==> src/rtl/board_pkg.sv <==
// Shared colour codes, drop-animation state encoding and board indexing helper
// for the board colour renderer.
package board_pkg;

    localparam int COORD_W = 11;

    typedef logic [1:0] color_t;

    localparam color_t COLOR_EMPTY = 2'b00;
    localparam color_t COLOR_P0    = 2'b01;
    localparam color_t COLOR_P1    = 2'b10;
    localparam color_t COLOR_WIN   = 2'b11;

    typedef enum logic [1:0] {
        IDLE = 2'b00,
        FALL = 2'b01,
        DONE = 2'b10
    } drop_state_t;

    // Row-major flat index of a board cell; callers only use it for in-range cells.
    function automatic int unsigned cell_index(input int unsigned r,
                                               input int unsigned c,
                                               input int unsigned cols);
        return (r * cols) + c;
    endfunction

endpackage

==> src/rtl/board_color_renderer_frame_divider.sv <==
// Counts frame_tick pulses while enabled and flags the tick that completes a
// group of N; disabling the divider clears its count.
module frame_divider #(
    parameter int N = 4
) (
    input  logic clk,
    input  logic reset,
    input  logic en,
    input  logic frame_tick,
    output logic tc
);
    import board_pkg::*;

    localparam int            CW   = (N > 1) ? $clog2(N) : 1;
    localparam logic [CW-1:0] LAST = CW'(N - 1);
    localparam logic [CW-1:0] ONE  = CW'(1);

    logic [CW-1:0] cnt_q;
    logic [CW-1:0] cnt_d;

    // Next count and terminal-count pulse.
    always_comb begin
        cnt_d = cnt_q;
        tc    = 1'b0;
        if (!en) begin
            cnt_d = {CW{1'b0}};
        end else if (frame_tick) begin
            if (cnt_q == LAST) begin
                cnt_d = {CW{1'b0}};
                tc    = 1'b1;
            end else begin
                cnt_d = cnt_q + ONE;
            end
        end else begin
            cnt_d = cnt_q;
        end
    end

    // Count register.
    always_ff @(posedge clk) begin
        if (reset) begin
            cnt_q <= {CW{1'b0}};
        end else begin
            cnt_q <= cnt_d;
        end
    end

endmodule

==> src/rtl/board_color_renderer.sv <==
// Two-stage pixel-to-colour lookup for a ROWS x COLS board, with blinking
// winner highlight and a frame-timed falling-token animation.
module board_color_renderer #(
    parameter int ROWS         = 6,
    parameter int COLS         = 7,
    parameter int FALL_FRAMES  = 4,
    parameter int BLINK_FRAMES = 15
) (
    input  logic                 clk,
    input  logic                 reset,
    input  logic [10:0]          row,
    input  logic [10:0]          col,
    input  logic                 cell_valid,
    input  logic                 frame_tick,
    input  logic [ROWS*COLS-1:0] winner_tokens,
    input  logic [ROWS*COLS-1:0] color_p0,
    input  logic [ROWS*COLS-1:0] color_p1,
    input  logic                 blink_en,
    input  logic                 drop_start,
    input  logic [10:0]          drop_col,
    input  logic [10:0]          drop_row,
    input  logic                 drop_player,
    output logic [1:0]           color,
    output logic                 color_valid,
    output logic                 drop_busy,
    output logic                 drop_done,
    output logic                 drop_err
);
    import board_pkg::*;

    localparam int                 CELLS  = ROWS * COLS;
    localparam int                 IDX_W  = (CELLS > 1) ? $clog2(CELLS) : 1;
    localparam logic [COORD_W-1:0] ROWS_C = COORD_W'(ROWS);
    localparam logic [COORD_W-1:0] COLS_C = COORD_W'(COLS);

    drop_state_t        state_q, state_d;
    logic [COORD_W-1:0] tgt_col_q, tgt_col_d;
    logic [COORD_W-1:0] tgt_row_q, tgt_row_d;
    logic [COORD_W-1:0] anim_row_q, anim_row_d;
    logic               player_q, player_d;
    logic               busy_q, busy_d;
    logic               done_q, done_d;
    logic               err_q, err_d;
    logic               blink_phase_q, blink_phase_d;
    logic               fall_tc_s, blink_tc_s, fall_en_s, in_range_s;
    logic [IDX_W-1:0]   idx_s;

    logic s1_valid_q, s1_valid_d, s1_in_range_q, s1_in_range_d;
    logic s1_win_q, s1_win_d, s1_p0_q, s1_p0_d, s1_p1_q, s1_p1_d;
    logic s1_anim_hit_q, s1_anim_hit_d, s1_tgt_hit_q, s1_tgt_hit_d;
    color_t color_q, color_d;
    logic   color_valid_q, color_valid_d;

    assign fall_en_s = (state_q == FALL);

    frame_divider #(.N(FALL_FRAMES)) u_fall_div (
        .clk(clk), .reset(reset), .en(fall_en_s), .frame_tick(frame_tick), .tc(fall_tc_s)
    );

    frame_divider #(.N(BLINK_FRAMES)) u_blink_div (
        .clk(clk), .reset(reset), .en(blink_en), .frame_tick(frame_tick), .tc(blink_tc_s)
    );

    // Drop FSM: accept/reject requests, step the falling token, pulse on landing.
    always_comb begin
        state_d    = state_q;
        tgt_col_d  = tgt_col_q;
        tgt_row_d  = tgt_row_q;
        anim_row_d = anim_row_q;
        player_d   = player_q;
        err_d      = 1'b0;
        case (state_q)
            IDLE: begin
                if (drop_start) begin
                    if ((drop_col < COLS_C) && (drop_row < ROWS_C)) begin
                        tgt_col_d  = drop_col;
                        tgt_row_d  = drop_row;
                        player_d   = drop_player;
                        anim_row_d = {COORD_W{1'b0}};
                        state_d    = FALL;
                    end else begin
                        err_d = 1'b1;
                    end
                end else begin
                    state_d = IDLE;
                end
            end
            FALL: begin
                if (fall_tc_s) begin
                    if (anim_row_q == tgt_row_q) begin
                        state_d = DONE;
                    end else begin
                        anim_row_d = anim_row_q + 11'd1;
                    end
                end else begin
                    state_d = FALL;
                end
            end
            DONE:    state_d = IDLE;
            default: state_d = IDLE;
        endcase
        busy_d = (state_d != IDLE);
        done_d = (state_d == DONE);
    end

    // Blink phase: solid while disabled, toggles every BLINK_FRAMES ticks otherwise.
    always_comb begin
        if (!blink_en) begin
            blink_phase_d = 1'b1;
        end else if (blink_tc_s) begin
            blink_phase_d = ~blink_phase_q;
        end else begin
            blink_phase_d = blink_phase_q;
        end
    end

    // Stage 1: range check, board lookups (in-range only) and animation matches.
    always_comb begin
        in_range_s    = (row < ROWS_C) && (col < COLS_C);
        idx_s         = {IDX_W{1'b0}};
        s1_valid_d    = cell_valid;
        s1_in_range_d = in_range_s;
        if (in_range_s) begin
            idx_s    = IDX_W'(cell_index(32'(row), 32'(col), 32'(COLS)));
            s1_win_d = winner_tokens[idx_s];
            s1_p0_d  = color_p0[idx_s];
            s1_p1_d  = color_p1[idx_s];
        end else begin
            s1_win_d = 1'b0;
            s1_p0_d  = 1'b0;
            s1_p1_d  = 1'b0;
        end
        s1_anim_hit_d = fall_en_s && (row == anim_row_q) && (col == tgt_col_q);
        s1_tgt_hit_d  = fall_en_s && (row == tgt_row_q) && (col == tgt_col_q);
    end

    // Stage 2: colour priority resolution.
    always_comb begin
        color_d       = COLOR_EMPTY;
        color_valid_d = s1_valid_q;
        if (!s1_in_range_q) begin
            color_d = COLOR_EMPTY;
        end else if (s1_anim_hit_q) begin
            color_d = player_q ? COLOR_P1 : COLOR_P0;
        end else if (s1_tgt_hit_q) begin
            color_d = COLOR_EMPTY;
        end else if (s1_win_q && blink_phase_q) begin
            color_d = COLOR_WIN;
        end else if (s1_p0_q) begin
            color_d = COLOR_P0;
        end else if (s1_p1_q) begin
            color_d = COLOR_P1;
        end else begin
            color_d = COLOR_EMPTY;
        end
    end

    // All state and pipeline registers; reset aborts any animation in flight.
    always_ff @(posedge clk) begin
        if (reset) begin
            state_q       <= IDLE;
            tgt_col_q     <= {COORD_W{1'b0}};
            tgt_row_q     <= {COORD_W{1'b0}};
            anim_row_q    <= {COORD_W{1'b0}};
            player_q      <= 1'b0;
            busy_q        <= 1'b0;
            done_q        <= 1'b0;
            err_q         <= 1'b0;
            blink_phase_q <= 1'b1;
            s1_valid_q    <= 1'b0;
            s1_in_range_q <= 1'b0;
            s1_win_q      <= 1'b0;
            s1_p0_q       <= 1'b0;
            s1_p1_q       <= 1'b0;
            s1_anim_hit_q <= 1'b0;
            s1_tgt_hit_q  <= 1'b0;
            color_q       <= COLOR_EMPTY;
            color_valid_q <= 1'b0;
        end else begin
            state_q       <= state_d;
            tgt_col_q     <= tgt_col_d;
            tgt_row_q     <= tgt_row_d;
            anim_row_q    <= anim_row_d;
            player_q      <= player_d;
            busy_q        <= busy_d;
            done_q        <= done_d;
            err_q         <= err_d;
            blink_phase_q <= blink_phase_d;
            s1_valid_q    <= s1_valid_d;
            s1_in_range_q <= s1_in_range_d;
            s1_win_q      <= s1_win_d;
            s1_p0_q       <= s1_p0_d;
            s1_p1_q       <= s1_p1_d;
            s1_anim_hit_q <= s1_anim_hit_d;
            s1_tgt_hit_q  <= s1_tgt_hit_d;
            color_q       <= color_d;
            color_valid_q <= color_valid_d;
        end
    end

    assign color       = color_q;
    assign color_valid = color_valid_q;
    assign drop_busy   = busy_q;
    assign drop_done   = done_q;
    assign drop_err    = err_q;

endmodule

==> config.mk <==
export PLATFORM = sky130hd
export DESIGN_NAME = board_color_renderer
export DESIGN_NICKNAME = d
export VERILOG_FILES = /design/src/rtl/board_pkg.sv /design/src/rtl/board_color_renderer_frame_divider.sv /design/src/rtl/board_color_renderer.sv
export SDC_FILE = /design/constraint.sdc
export NUM_CORES = 1
export LEC_CHECK = 0
export ABC_AREA = 0
export CORE_MARGIN = 1
export CORE_UTILIZATION = 58
export CTS_CLUSTER_SIZE = 20
export DETAILED_ROUTE_END_ITERATION = 16
export DONT_BUFFER_PORTS = 1
export PLACE_DENSITY = 0.76
export SYNTH_ARGS = -nofsm -noshare
export SYNTH_HDL_FRONTEND = slang
export SYNTH_HIERARCHICAL = 1
export SYNTH_SLANG_ARGS = --single-unit
==> constraint.sdc <==
create_clock -name clk -period 3.2 [get_ports clk]
set_input_delay 0.16 -clock clk [delete_from_list [all_inputs] [get_ports clk]]
set_output_delay 0.16 -clock clk [all_outputs]
set_load 0.01 [all_outputs]
== After elaboration in Yosys (flattened, before gate mapping) ==
Cells that the tools add are included.
Cells by class
  add/sub/neg operators: 4
  multipliers: 1
  magnitude comparators: 5
  eq/ne operators: 12
  mux-type cells: 31
  bitwise logic cells: 7
  reductions and logical operators: 17
Operators with widths (count)
  $eq A11 B11 Y1: 4
  $lt A11 B3 Y1 const B: 4
  $mux W11: 4
  $mux W2: 11
  $pmux W11 S2: 1
  $bmux W1 S6: 3
  $add A11 B1 Y11 const B: 1
  $mul A11 B3 Y6 const B: 1
  $mux W1: 10
  $ne A2 B2 Y1 const B: 4
  $reduce_or A2 Y1: 4
  $logic_and A1 B1 Y1: 7
  $lt A6 B7 Y1 const B: 1
  $not A1 Y1: 7
  $add A6 B6 Y6: 1
  $reduce_and A5 Y1: 1
  $add A4 B1 Y4 const B: 1
  $eq A2 B2 Y1 const B: 2
  $eq A4 B4 Y1 const B: 1
  $mux W4: 1
  $pmux W2 S2: 1
  $reduce_bool A2 Y1: 2
  $reduce_and A3 Y1: 1
  $reduce_or A3 Y1: 1
  other kinds (3): 3
Storage, ports and cells
  flip-flop bits (word level): 56
  output and inout bits: 6
  logic and storage cells: 97

== Longest topological paths before layout ==
  word-level depth: 7
  gate-level depth with buffers: 11
  mapped depth without buffers: 10

== Modules after synthesis ==
Netlist, hierarchy kept.
By module, submodules not included
  board_color_renderer: instances 1, cells each 366, area each 3788.6 µm²
  frame_divider at u_blink_div: instances 1, cells each 23, area each 195.2 µm²
  frame_divider at u_fall_div: instances 1, cells each 10, area each 102.6 µm²

== Worst setup path before layout ==
No wires, ideal clock.
  path type: input to register
  start: input port row[0]
  end: register s1_p0_q
  library setup time: 0.116 ns
  arrival: 3.006 ns
  setup slack: 0.079 ns
  stages: 9
  path buffers: 1
  path through: fa_1 > fa_1 > fa_1 > buf_2 > mux4_2 > mux4_2 > nand2_1 > nand3_1 > and3b_1
Between the ends
  longest elaborated chain between the ends: 4
Ends and longest elaborated chain
  from (decl): RTL line board_color_renderer.sv:11  | input logic [10:0] row,
  $mul A11 B3 Y6 or $lt A11 B3 Y1 (tied branches): RTL line board_pkg.sv:24, board_color_renderer.sv:119
  $add A6 B6 Y6 or $logic_and A1 B1 Y1 (tied branches): RTL line board_pkg.sv:24, board_color_renderer.sv:119
  $bmux W1 S6 or $not A1 Y1 (tied branches)
  $mux W1 (implied by the code) or $reduce_or A2 Y1 (tied branches)
  to (signal assigned): RTL line board_color_renderer.sv:192  | s1_p0_q <= s1_p0_d;
  to (decl): RTL line board_color_renderer.sv:49  | logic s1_win_q, s1_win_d, s1_p0_q, s1_p0_d, s1_p1_q, s1_p1_d;
Several ways; a longest one is shown, not always the timed one. The select of a mux whose other input is x is not followed.
A chain may end at the register's enable or synchronous reset.

== Final worst setup path ==
Same ends and word-level chain as after synthesis.

==> reports/qor.yml <==
cells_and_area:
  seqCellArea_um2: 1120
  drive_gt1_frac: 0.151
  areaGrowthSynthToFinish_pct: 6.80
  finalNonFillerCells: 501
  n_antenna_cell: 0
  final_nets: 599
  final_util: 0.642
  nFillCells: 544
  multi_input_area_um2: 2800
route:
  post_drt_wl_per_cell_um: 20.7
  vias: 3109
  ant_nets: 0
  vias_per_cell: 6.21
  drc: 0
  drtIter0Drc: 177
  totalWireLength_um: 10400
  drtPass1Iterations: 4
clock_network:
  clock_latency_ns: 0.32
  root_buffer: "clkbuf_8"
  post_cts_resized: 0
  path_clk_slew_ns: 0.09
  clock_path_buffers: 2
  cts_made_buffers: 5
  postCtsSetupRepairBufs: 0
  cts.htree.levels: 2
  clock_sinks: 56
  cts_tree: "done"
  hold_buffers: 10
synth:
  yosys_register_bits: 56
  yosysWarningCount: 6
  synthFlopType: "dfxtp_1"
  syn_inst: 399
  synth.avg_cell_area_um2: 10.2
  synthTopCellsByCount: "56 x dfxtp_1, 42 x xnor2_1, 33 x mux4_2"
  ys_seq_area_frac: 0.274
  async_reset_ff_frac: 0
  yosysTopAreaCell: "dfxtp_1"
  syn-num-nets: 594
  synth-edff-count: 0
  ys_top_cells_by_area: "dfxtp_1 27%, mux4_2 18%, xnor2_1 9.0%, mux2i_1 4.9%, fa_1 3.4%"
  yosysMostFrequentCell: "dfxtp_1"
  post_synth_num_cell_types: 52
  synth.top_cell.area_share: 0.274
  synth_area_um2: 4090
place:
  portBuffers: 0
  place_ws_ns: -0.0614
  hpwl_um: 8370
  gp_congestion: 0.938
  dp_cells: 482
grt:
  grt_max_degree: 27
  antenna_found_initial: 0
  grt.overflow.total: 0
  grt_first_pass_wirelength_um: 15600
  grt_usage: 0.282
  grt_pass1_vias: 3104
timing:
  skew_ns: 0.0122
  rsz0062_at_grt: "no"
  fin_crit_ns: 2.91
  fin_crit_sh: 0.909
  max_slew_margin: 0.461
  tightest_slew_ns: 0.801
  fin_tns_setup_ns: 0
  fmax_mhz: 344
  setup_ws_ns: 0.293
  hold_violations: 0
  hold_slack_ns: 0.00741
  drv_slew: 0
  finalSetupViolations: 0
hold_path:
  hold_path_class: "in -> reg"
die:
  fp.dieW_um: 85.9
  start_util: 0.601
  io_pins: 183
  fp-row-count: 30
  core-area_um2: 6790
  dieHeight_um: 85.9
  die_area_um2: 7380
pwr:
  leakage_uw: 0.00162
  powerDensity_nw_per_um2: 424
  vdd_drop_max_mv: 0.259
critical_path:
  worstPathRequired_ns: 3.41
  cp_max_fo: 6
  start_kind: "primary input"
  path_class: "in -> reg"
  worst_setup_path_end_kind: "flip-flop"
  cp_data_arrival_time_ns: 3.12
run:
  maxCapViolCount: 0
outcome:
  outcome: "completed"
==> critical path, cell delays in order <==
cell     delay (ns)
fa_1           0.57
fa_1           0.47
fa_1           0.73
mux4_2         0.35
mux4_2         0.47
nand2_1        0.08
nand3_1        0.08
and3b_1        0.21
==> cell type report <==
class                      instances  area share
clock buffer                       5      0.0158
sequential                        56       0.257
timing repair buffer              20      0.0407
tap                               96      0.0275
clock inverter                     3     0.00516
multi-input combinational        306       0.641
inverter                          15      0.0129
==> final timing paths <==
path | from | to | slack [ns] | depth (start not counted)
worst max-delay path | row[0] | s1_p0_q$_SDFF_PP0_ | 0.29 | 8
worst min-delay path | drop_col[0] | tgt_col_q[0]$_SDFFE_PP0P_ | 0.007 | 2
worst max register to register | anim_row_q[7]$_SDFFE_PP0P_ | anim_row_q[2]$_SDFFE_PP0P_ | 1.02 | 6
worst min register to register | s1_in_range_q$_SDFF_PP0_ | color[1]$_SDFF_PP0_ | 0.48 | 1
==> per-stage QoR <==
step / power, uW / area [um^2]
after floorplan: 1320 / 4090
after global placement: 1450 / 4160
after detailed placement: 1460 / 4160
after CTS: 1870 / 4350
after global routing: 1970 / 4360
final: 1850 / 4360
==> layer usage <==
| metal | wire length [um] | share of wire | up-vias | track usage |
|---|---|---|---|---|
| met5 | 0 | 0 | - | 0 |
| met4 | 113 | 0.011 | 0 | 0.0591 |
| met3 | 608 | 0.059 | 8 | 0.0587 |
| met2 | 5310 | 0.51 | 138 | 0.496 |
| met1 | 4320 | 0.42 | 1482 | 0.359 |
| li1 | - | - | 1481 | - |
==> logic make-up after synthesis <==
group / share of synthesized area
fa+ha+maj: 0.0680
compound gates: 0.0854
flops: 0.274
simple gates: 0.182
xor+xnor: 0.116
buf+inv: 0.0435
mux: 0.231
==> flip-flops by register name (all words and copies together), names as in the netlist, 2 cells and up <==
signal,flops
anim_row_q,11
u_blink_div/cnt_q,4
tgt_col_q,11
state_q,2
tgt_row_q,11
u_fall_div/cnt_q,2
color,2
==> report_power, final <==
part	switching (uW)	leakage (uW)	internal (uW)
logic	343	0.00112	409
clock network	240	0.0000485	158
registers	2.52	0.000452	699
total	586	0.00162	1270
==> cells in the final DEF, fill, tap and decap left out, drive strengths merged, types with 2 or more instances in the layout <==
cell         Yosys  layout
clkinv           0       2
nand3           13      13
mux2i           20      20
a41o             3       3
nand4            9       9
o2111ai          2       2
o21ai            4       4
and2            19      19
or4              3       3
dfxtp           56      56
nand2b           7       7
or3b             2       2
dlygate4sd3      0      11
inv             15      16
a31oi            7       7
nor3            13      13
ha              11      11
nand3b           3       3
and3            11      11
nand2           17      17
o21a             3       3
a21oi           19      19
nor2b            2       2
mux4            33      33
xor2            12      12
nor4            11      11
nor2            16      16
buf             12       9
a21o             2       2
xnor2           42      42
nor3b            3       3
and3b            2       2
fa               7       7
clkbuf          10       5
(Power assumes the default switching activity.)
